`src/rtl/uart_tx_if.sv`:
```
// uart_tx_if: signal bundle between a word source and the UART transmitter.
// Carries the baud tick, parity mode, the parallel word handshake and the
// transmitter's status/serial outputs. clk and reset stay outside as plain ports.
interface uart_tx_if #(
    parameter int DATA_WIDTH = 8
);
    logic                  bclk;
    logic [1:0]            parity;
    logic [DATA_WIDTH-1:0] p_data_in;
    logic                  data_valid;
    logic                  ready;
    logic                  s_data_out;
    logic                  busy;
    logic                  tx_done;

    // Word source side: offers words and the shared baud tick, watches status.
    modport master (
        output bclk,
        output parity,
        output p_data_in,
        output data_valid,
        input  ready,
        input  s_data_out,
        input  busy,
        input  tx_done
    );

    // Transmitter side: consumes words, drives the serial line and status.
    modport slave (
        input  bclk,
        input  parity,
        input  p_data_in,
        input  data_valid,
        output ready,
        output s_data_out,
        output busy,
        output tx_done
    );
endinterface

```
`src/rtl/uart_tx.sv`:
```
// uart_tx: UART serial transmitter.
// Takes a parallel word through a valid/ready handshake and shifts it out LSB
// first as: start bit, DATA_WIDTH data bits, optional parity bit, stop bit(s).
// Bit timing is derived from the shared bclk tick (SAMPLING ticks per bit), so
// the transmitter and the oversampling receiver run from one baud generator.
// Optional feature: define UART_TX_TWO_STOP_EN to send two stop bits per frame;
// with it undefined a single stop bit is sent and no second-stop state exists.
module uart_tx #(
    parameter int DATA_WIDTH = 8,
    parameter int SAMPLING   = 16
) (
    input logic      clk,
    input logic      reset,
    uart_tx_if.slave txIf
);

    localparam int TICK_W = (SAMPLING > 1) ? $clog2(SAMPLING) : 1;
    localparam int BIT_W  = $clog2(DATA_WIDTH + 1);

    localparam logic [TICK_W-1:0] TICK_LAST = TICK_W'(SAMPLING - 1);
    localparam logic [BIT_W-1:0]  BIT_LAST  = BIT_W'(DATA_WIDTH - 1);

    typedef enum logic [2:0] {
        IDLE,
        START,
        DATA,
        PARITY,
        STOP
    } state_t;

    state_t                state_q,     state_d;
    logic [TICK_W-1:0]     tickCnt_q,   tickCnt_d;
    logic [BIT_W-1:0]      bitCnt_q,    bitCnt_d;
    logic [DATA_WIDTH-1:0] shiftReg_q,  shiftReg_d;
    logic                  parityEn_q,  parityEn_d;
    logic                  parityBit_q, parityBit_d;
    logic                  line_q,      line_d;
    logic                  done_q,      done_d;
`ifdef UART_TX_TWO_STOP_EN
    logic                  secondStop_q, secondStop_d;
`endif

    logic accept;
    logic bitEnd;

    // A word is taken whenever the source offers one while we sit idle; a bit
    // period closes on the SAMPLING-th bclk tick counted inside that bit.
    assign accept = txIf.data_valid && (state_q == IDLE);
    assign bitEnd = txIf.bclk && (tickCnt_q == TICK_LAST);

    assign txIf.ready      = (state_q == IDLE);
    assign txIf.busy       = (state_q != IDLE);
    assign txIf.s_data_out = line_q;
    assign txIf.tx_done    = done_q;

    // Next-state logic: sequences the frame and decides the line level for the
    // next bit, so the registered line only moves on the edge a new bit starts.
    always_comb begin
        state_d     = state_q;
        tickCnt_d   = tickCnt_q;
        bitCnt_d    = bitCnt_q;
        shiftReg_d  = shiftReg_q;
        parityEn_d  = parityEn_q;
        parityBit_d = parityBit_q;
        line_d      = line_q;
        done_d      = 1'b0;
`ifdef UART_TX_TWO_STOP_EN
        secondStop_d = secondStop_q;
`endif

        if ((state_q != IDLE) && txIf.bclk) begin
            if (bitEnd) begin
                tickCnt_d = '0;
            end else begin
                tickCnt_d = tickCnt_q + 1'b1;
            end
        end

        case (state_q)
            IDLE: begin
                line_d = 1'b1;
                if (accept) begin
                    state_d     = START;
                    tickCnt_d   = '0;
                    bitCnt_d    = '0;
                    shiftReg_d  = txIf.p_data_in;
                    parityEn_d  = (txIf.parity == 2'b01) || (txIf.parity == 2'b10);
                    parityBit_d = (txIf.parity == 2'b01) ? ~^txIf.p_data_in
                                                         :  ^txIf.p_data_in;
                    line_d      = 1'b0;
                end
            end

            START: begin
                if (bitEnd) begin
                    state_d  = DATA;
                    bitCnt_d = '0;
                    line_d   = shiftReg_q[0];
                end
            end

            DATA: begin
                if (bitEnd) begin
                    shiftReg_d = shiftReg_q >> 1;
                    if (bitCnt_q == BIT_LAST) begin
                        if (parityEn_q) begin
                            state_d = PARITY;
                            line_d  = parityBit_q;
                        end else begin
                            state_d = STOP;
                            line_d  = 1'b1;
                        end
                    end else begin
                        bitCnt_d = bitCnt_q + 1'b1;
                        line_d   = shiftReg_q[1];
                    end
                end
            end

            PARITY: begin
                if (bitEnd) begin
                    state_d = STOP;
                    line_d  = 1'b1;
                end
            end

            STOP: begin
                line_d = 1'b1;
                if (bitEnd) begin
`ifdef UART_TX_TWO_STOP_EN
                    if (!secondStop_q) begin
                        secondStop_d = 1'b1;
                    end else begin
                        secondStop_d = 1'b0;
                        state_d      = IDLE;
                        done_d       = 1'b1;
                    end
`else
                    state_d = IDLE;
                    done_d  = 1'b1;
`endif
                end
            end

            default: begin
                state_d   = IDLE;
                tickCnt_d = '0;
                bitCnt_d  = '0;
                line_d    = 1'b1;
            end
        endcase
    end

    // State register: reset abandons any frame, returns the line high and
    // suppresses the completion pulse.
    always_ff @(posedge clk) begin
        if (reset) begin
            state_q     <= IDLE;
            tickCnt_q   <= '0;
            bitCnt_q    <= '0;
            shiftReg_q  <= '0;
            parityEn_q  <= 1'b0;
            parityBit_q <= 1'b0;
            line_q      <= 1'b1;
            done_q      <= 1'b0;
`ifdef UART_TX_TWO_STOP_EN
            secondStop_q <= 1'b0;
`endif
        end else begin
            state_q     <= state_d;
            tickCnt_q   <= tickCnt_d;
            bitCnt_q    <= bitCnt_d;
            shiftReg_q  <= shiftReg_d;
            parityEn_q  <= parityEn_d;
            parityBit_q <= parityBit_d;
            line_q      <= line_d;
            done_q      <= done_d;
`ifdef UART_TX_TWO_STOP_EN
            secondStop_q <= secondStop_d;
`endif
        end
    end

endmodule

```
`src/flat_wrapper.sv`:
```
// flat-port wrapper written by rule: the top's interface ports become plain ports
module uart_tx_flat 
#(
    parameter int DATA_WIDTH = 8,
    parameter int SAMPLING   = 16
)
  (clk, reset, txIf_bclk, txIf_parity, txIf_p_data_in, txIf_data_valid, txIf_ready, txIf_s_data_out, txIf_busy, txIf_tx_done);
  uart_tx_if #(.DATA_WIDTH(DATA_WIDTH)) txIf_i ();
  input logic clk;
  input logic reset;
  input wire logic [$bits(txIf_i.bclk)-1:0] txIf_bclk;
  input wire logic [$bits(txIf_i.parity)-1:0] txIf_parity;
  input wire logic [$bits(txIf_i.p_data_in)-1:0] txIf_p_data_in;
  input wire logic [$bits(txIf_i.data_valid)-1:0] txIf_data_valid;
  output wire logic [$bits(txIf_i.ready)-1:0] txIf_ready;
  output wire logic [$bits(txIf_i.s_data_out)-1:0] txIf_s_data_out;
  output wire logic [$bits(txIf_i.busy)-1:0] txIf_busy;
  output wire logic [$bits(txIf_i.tx_done)-1:0] txIf_tx_done;
  assign txIf_i.bclk = txIf_bclk;
  assign txIf_i.parity = txIf_parity;
  assign txIf_i.p_data_in = txIf_p_data_in;
  assign txIf_i.data_valid = txIf_data_valid;
  assign txIf_ready = txIf_i.ready;
  assign txIf_s_data_out = txIf_i.s_data_out;
  assign txIf_busy = txIf_i.busy;
  assign txIf_tx_done = txIf_i.tx_done;
  uart_tx #(.DATA_WIDTH(DATA_WIDTH), .SAMPLING(SAMPLING)) u_core (.clk(clk), .reset(reset), .txIf(txIf_i));
endmodule
```
`config.mk`:
```
export PLATFORM = sky130hd
export DESIGN_NAME = uart_tx_flat
export DESIGN_NICKNAME = d
export VERILOG_FILES = /design/src/rtl/uart_tx_if.sv /design/src/rtl/uart_tx.sv /design/src/flat_wrapper.sv
export SDC_FILE = /design/constraint.sdc
export NUM_CORES = 1
export LEC_CHECK = 0
export ABC_CLOCK_PERIOD_IN_PS = 1850
export BUFFER_PORTS_ARGS = -buffer_cell sky130_fd_sc_hd__buf_2
export CAP_MARGIN = 20
export CORE_MARGIN = 8
export CORE_UTILIZATION = 43
export DETAILED_ROUTE_END_ITERATION = 8
export GPL_TIMING_DRIVEN = 0
export PLACE_DENSITY_LB_ADDON = 0.08
export SYNTH_ARGS = -nofsm -noshare
export SYNTH_HDL_FRONTEND = slang
export SYNTH_SLANG_ARGS = --single-unit
```
`constraint.sdc`:
```
create_clock -name clk -period 1.85 [get_ports clk]
set_clock_uncertainty 0.15 [all_clocks]
set_input_delay 0.37 -clock clk [delete_from_list [all_inputs] [get_ports clk]]
set_output_delay 0.37 -clock clk [all_outputs]
set_load 0.01 [all_outputs]
```
==> results.yml <==
status:
  status: "finished clean"
layout:
  final_cell_area_um2: 1560
  instances_no_fill: 207
  regArea_um2: 464
  n_fill_cell: 295
  fin_nets: 192
  final_common_cell: "dfxtp_1"
  drive_gt1_share_pct: 27.0
  areaGrowthSynthToFinish_pct: 15.7
  final_cell_mix: "dfxtp_1, a21oi_1, buf_2"
  multi_input_area_um2: 841
  antennaDiodeCount: 0
pwr:
  seq_power_share_pct: 57.1
  total_power_uw: 934
  swShare_pct: 27.2
  peakVddDrop_v: 0.000328
  p_int_uw: 680
  power_per_cell_area_nw_per_um2: 601
  power.leakage_uw: 0.000582
  clock_power_share_pct: 25.0
  power_switching_uw: 254
  power_frac_comb_pct: 18.0
sta:
  period_minus_slack_ns: 1.79
  hold_viol: 0
  grt_setup_unrepaired: "no"
  setup-violations-final: 0
  postLayoutSetupSlackWorst_ns: 0.0612
  worst-slew-pin-transition_ns: 0.554
  fmax_mhz: 559
  finalCritPeriodShare_pct: 96.7
  finalMaxSlewViolations: 0
  relSlewSlack_pct: 63.1
  setup_tns_ns: 0
drt:
  dr.first_iter.drc_count: 107
  vias: 1204
  routedWlPerCell_um: 15.0
  route.detailed.drc: 0
  drtPass1Iterations: 4
  ant_nets: 0
  viasPerCell: 5.82
  wirelength_um: 3110
yosys:
  syn_inst: 150
  synth_area_um2: 1340
  synth_edf_count: 0
  synth_area_leaders: "dfxtp_1, a21oi_1, mux2i_1"
  synthArstFlopShare_pct: 0
  ys.flop_type: "dfxtp_1"
  synthDistinctLibCells: 50
  synth_top_area_share_pct: 34.3
  ys_warn_count: 0
  synth_area_per_cell_um2: 8.96
  ys_seq_area_share_pct: 34.3
  syn-num-nets: 167
  post-synth-top-area-cell: "dfxtp_1"
  synth_seq_cells: 23
critical_path:
  cp-end-kind: "output port"
  crit_path_max_fanout: 7
  slowest_delay_ns: 0.39
  r2r-start: "u_core.tickCnt_q[0]"
  crit_start: "u_core.state_q[1]"
  reg2reg_depth: 6
  worst-r2r-setup-slack_ns: 0.08
  worstPathCellList: "nor3_4 -> inv_2 -> buf_2"
  critPathLaunchType: "flip-flop"
  crit_type: "reg2out"
  critPathRequiredTime_ns: 1.33
  r2r-end: "u_core.bitCnt_q[3]"
  cp_slowest_cell: "dfxtp_2"
  cp.arrival_ns: 1.27
die:
  die_area_um2: 5170
  io_pins: 18
  rows: 20
  dieHeight_um: 71.9
  core_um2: 3000
  die_width_um: 71.9
  initial_utilization_pct: 44.8
clock_tree:
  cts_buffers: 3
  root_buffer: "clkbuf_4"
  cts_hold_buf: 0
  cts_tree: "built"
  htree_num_levels: 1
  insertion_delay_ns: 0.31
  clk_pin_slew_ns: 0.13
  cts_buffer_depth: 2
  clock-sinks: 23
place:
  placed_cells: 200
  portBuffers: 17
  place_congestion: 0.913
  pre_cts_ws_ns: 0.0141
  place_hpwl_um: 2280
  dpl_cell_area_um2: 1470
global_route:
  grt_usage_pct: 12.4
  grt_pass1_vias: 1138
  gr-total-overflow: 0
  grt_pass1_wl_um: 5200
  grt_max_degree: 13
  antenna_found_initial: 0
hold_path:
  hp-class: "in2reg"
  whs_path_depth: 3
  hp-start: "txIf_bclk"
  worstHoldEndpoint: "u_core.tickCnt_q[1]"
run:
  maxCapViolations: 0
-- synthesized netlist by cell type (all sizes together), types with 3 or more instances --
cell    instances
a311oi          3
xnor2           3
ha              3
nor2b           3
a21oi          19
inv             4
mux2i           7
buf             5
nor3            5
nand3           6
nand3b          4
dfxtp          23
nor2           10
o21ai           5
xor2            3
a211oi          7
nand2           9
-- power by group through the flow --
stage               sequential (uW)  clock [uW]  combinational (uW)
floorplan                       540           0                 114
global placement                543           0                 160
detailed placement              544           0                 163
CTS                             533         247                 168
global route                    536         264                 187
finish                          533         233                 168
-- state kept, by name (all words and copies together), names as in the netlist --
| signal | cells |
|---|---|
| u_core.bitCnt_q | 4 |
| u_core.shiftReg_q | 8 |
| u_core.state_q | 3 |
| u_core.parityEn_q | 1 |
| u_core.tickCnt_q | 4 |
| u_core.txIf.tx_done | 1 |
| u_core.txIf.s_data_out | 1 |
| u_core.parityBit_q | 1 |
-- final cells by class --
class	instances	area share, %
buffer	7	3.70
clock buffer	4	1.69
multi-input combinational	116	54.1
tap	33	2.65
inverter	4	1.13
timing repair buffer	20	6.92
sequential	23	29.8
-- routing by layer --
metal	vias up	track usage [%]	wire length [um]	share of wire [%]
met2	28	19.3	1410	45
met1	566	16.4	1530	49
met5	-	0	0	0
met3	2	2.48	157	5.0
li1	608	-	-	-
met4	0	4.76	15	0.48
-- timing repair --
item | 4_1_cts | 5_1_grt
buffers inserted | 0 | 3
endpoints found under the setup margin | 7 | 10
pin swaps | 0 | 2
gates resized for setup | 4 | 7
-- cells by family after synthesis --
logic type,synth area share [%]
compound gates,21.9
flops,34.3
xor+xnor,5.59
buf+inv,5.21
fa+ha+maj,2.79
mux,6.05
simple gates,24.2
-- worst max-delay path by stage --
stage	end	depth (start not counted)
floorplan	u_core.bitCnt_q[3]	6
global placement	u_core.shiftReg_q[5]	6
detailed placement	u_core.shiftReg_q[5]	6
CTS	u_core.bitCnt_q[3]	6
global route	u_core.shiftReg_q[3]	5
finish	txIf_busy	3
-- worst max-delay path: cells and delay by family (launching register included) --
kind | cells | cell delay (ns)
buf+inv | 2 | 0.25
simple gates | 1 | 0.31
flops | 1 | 0.39
-- per-stage QoR --
step | utilization, % | hold WS, ns
final | 51.8 | 0.189
after global routing | 51.8 | 0.195
after floorplan | - | 0.294
after global placement | 49.0 | 0.313
after detailed placement | 49.0 | 0.314
after CTS | 50.5 | 0.185
Note: power is estimated with default switching activity, not from simulation.
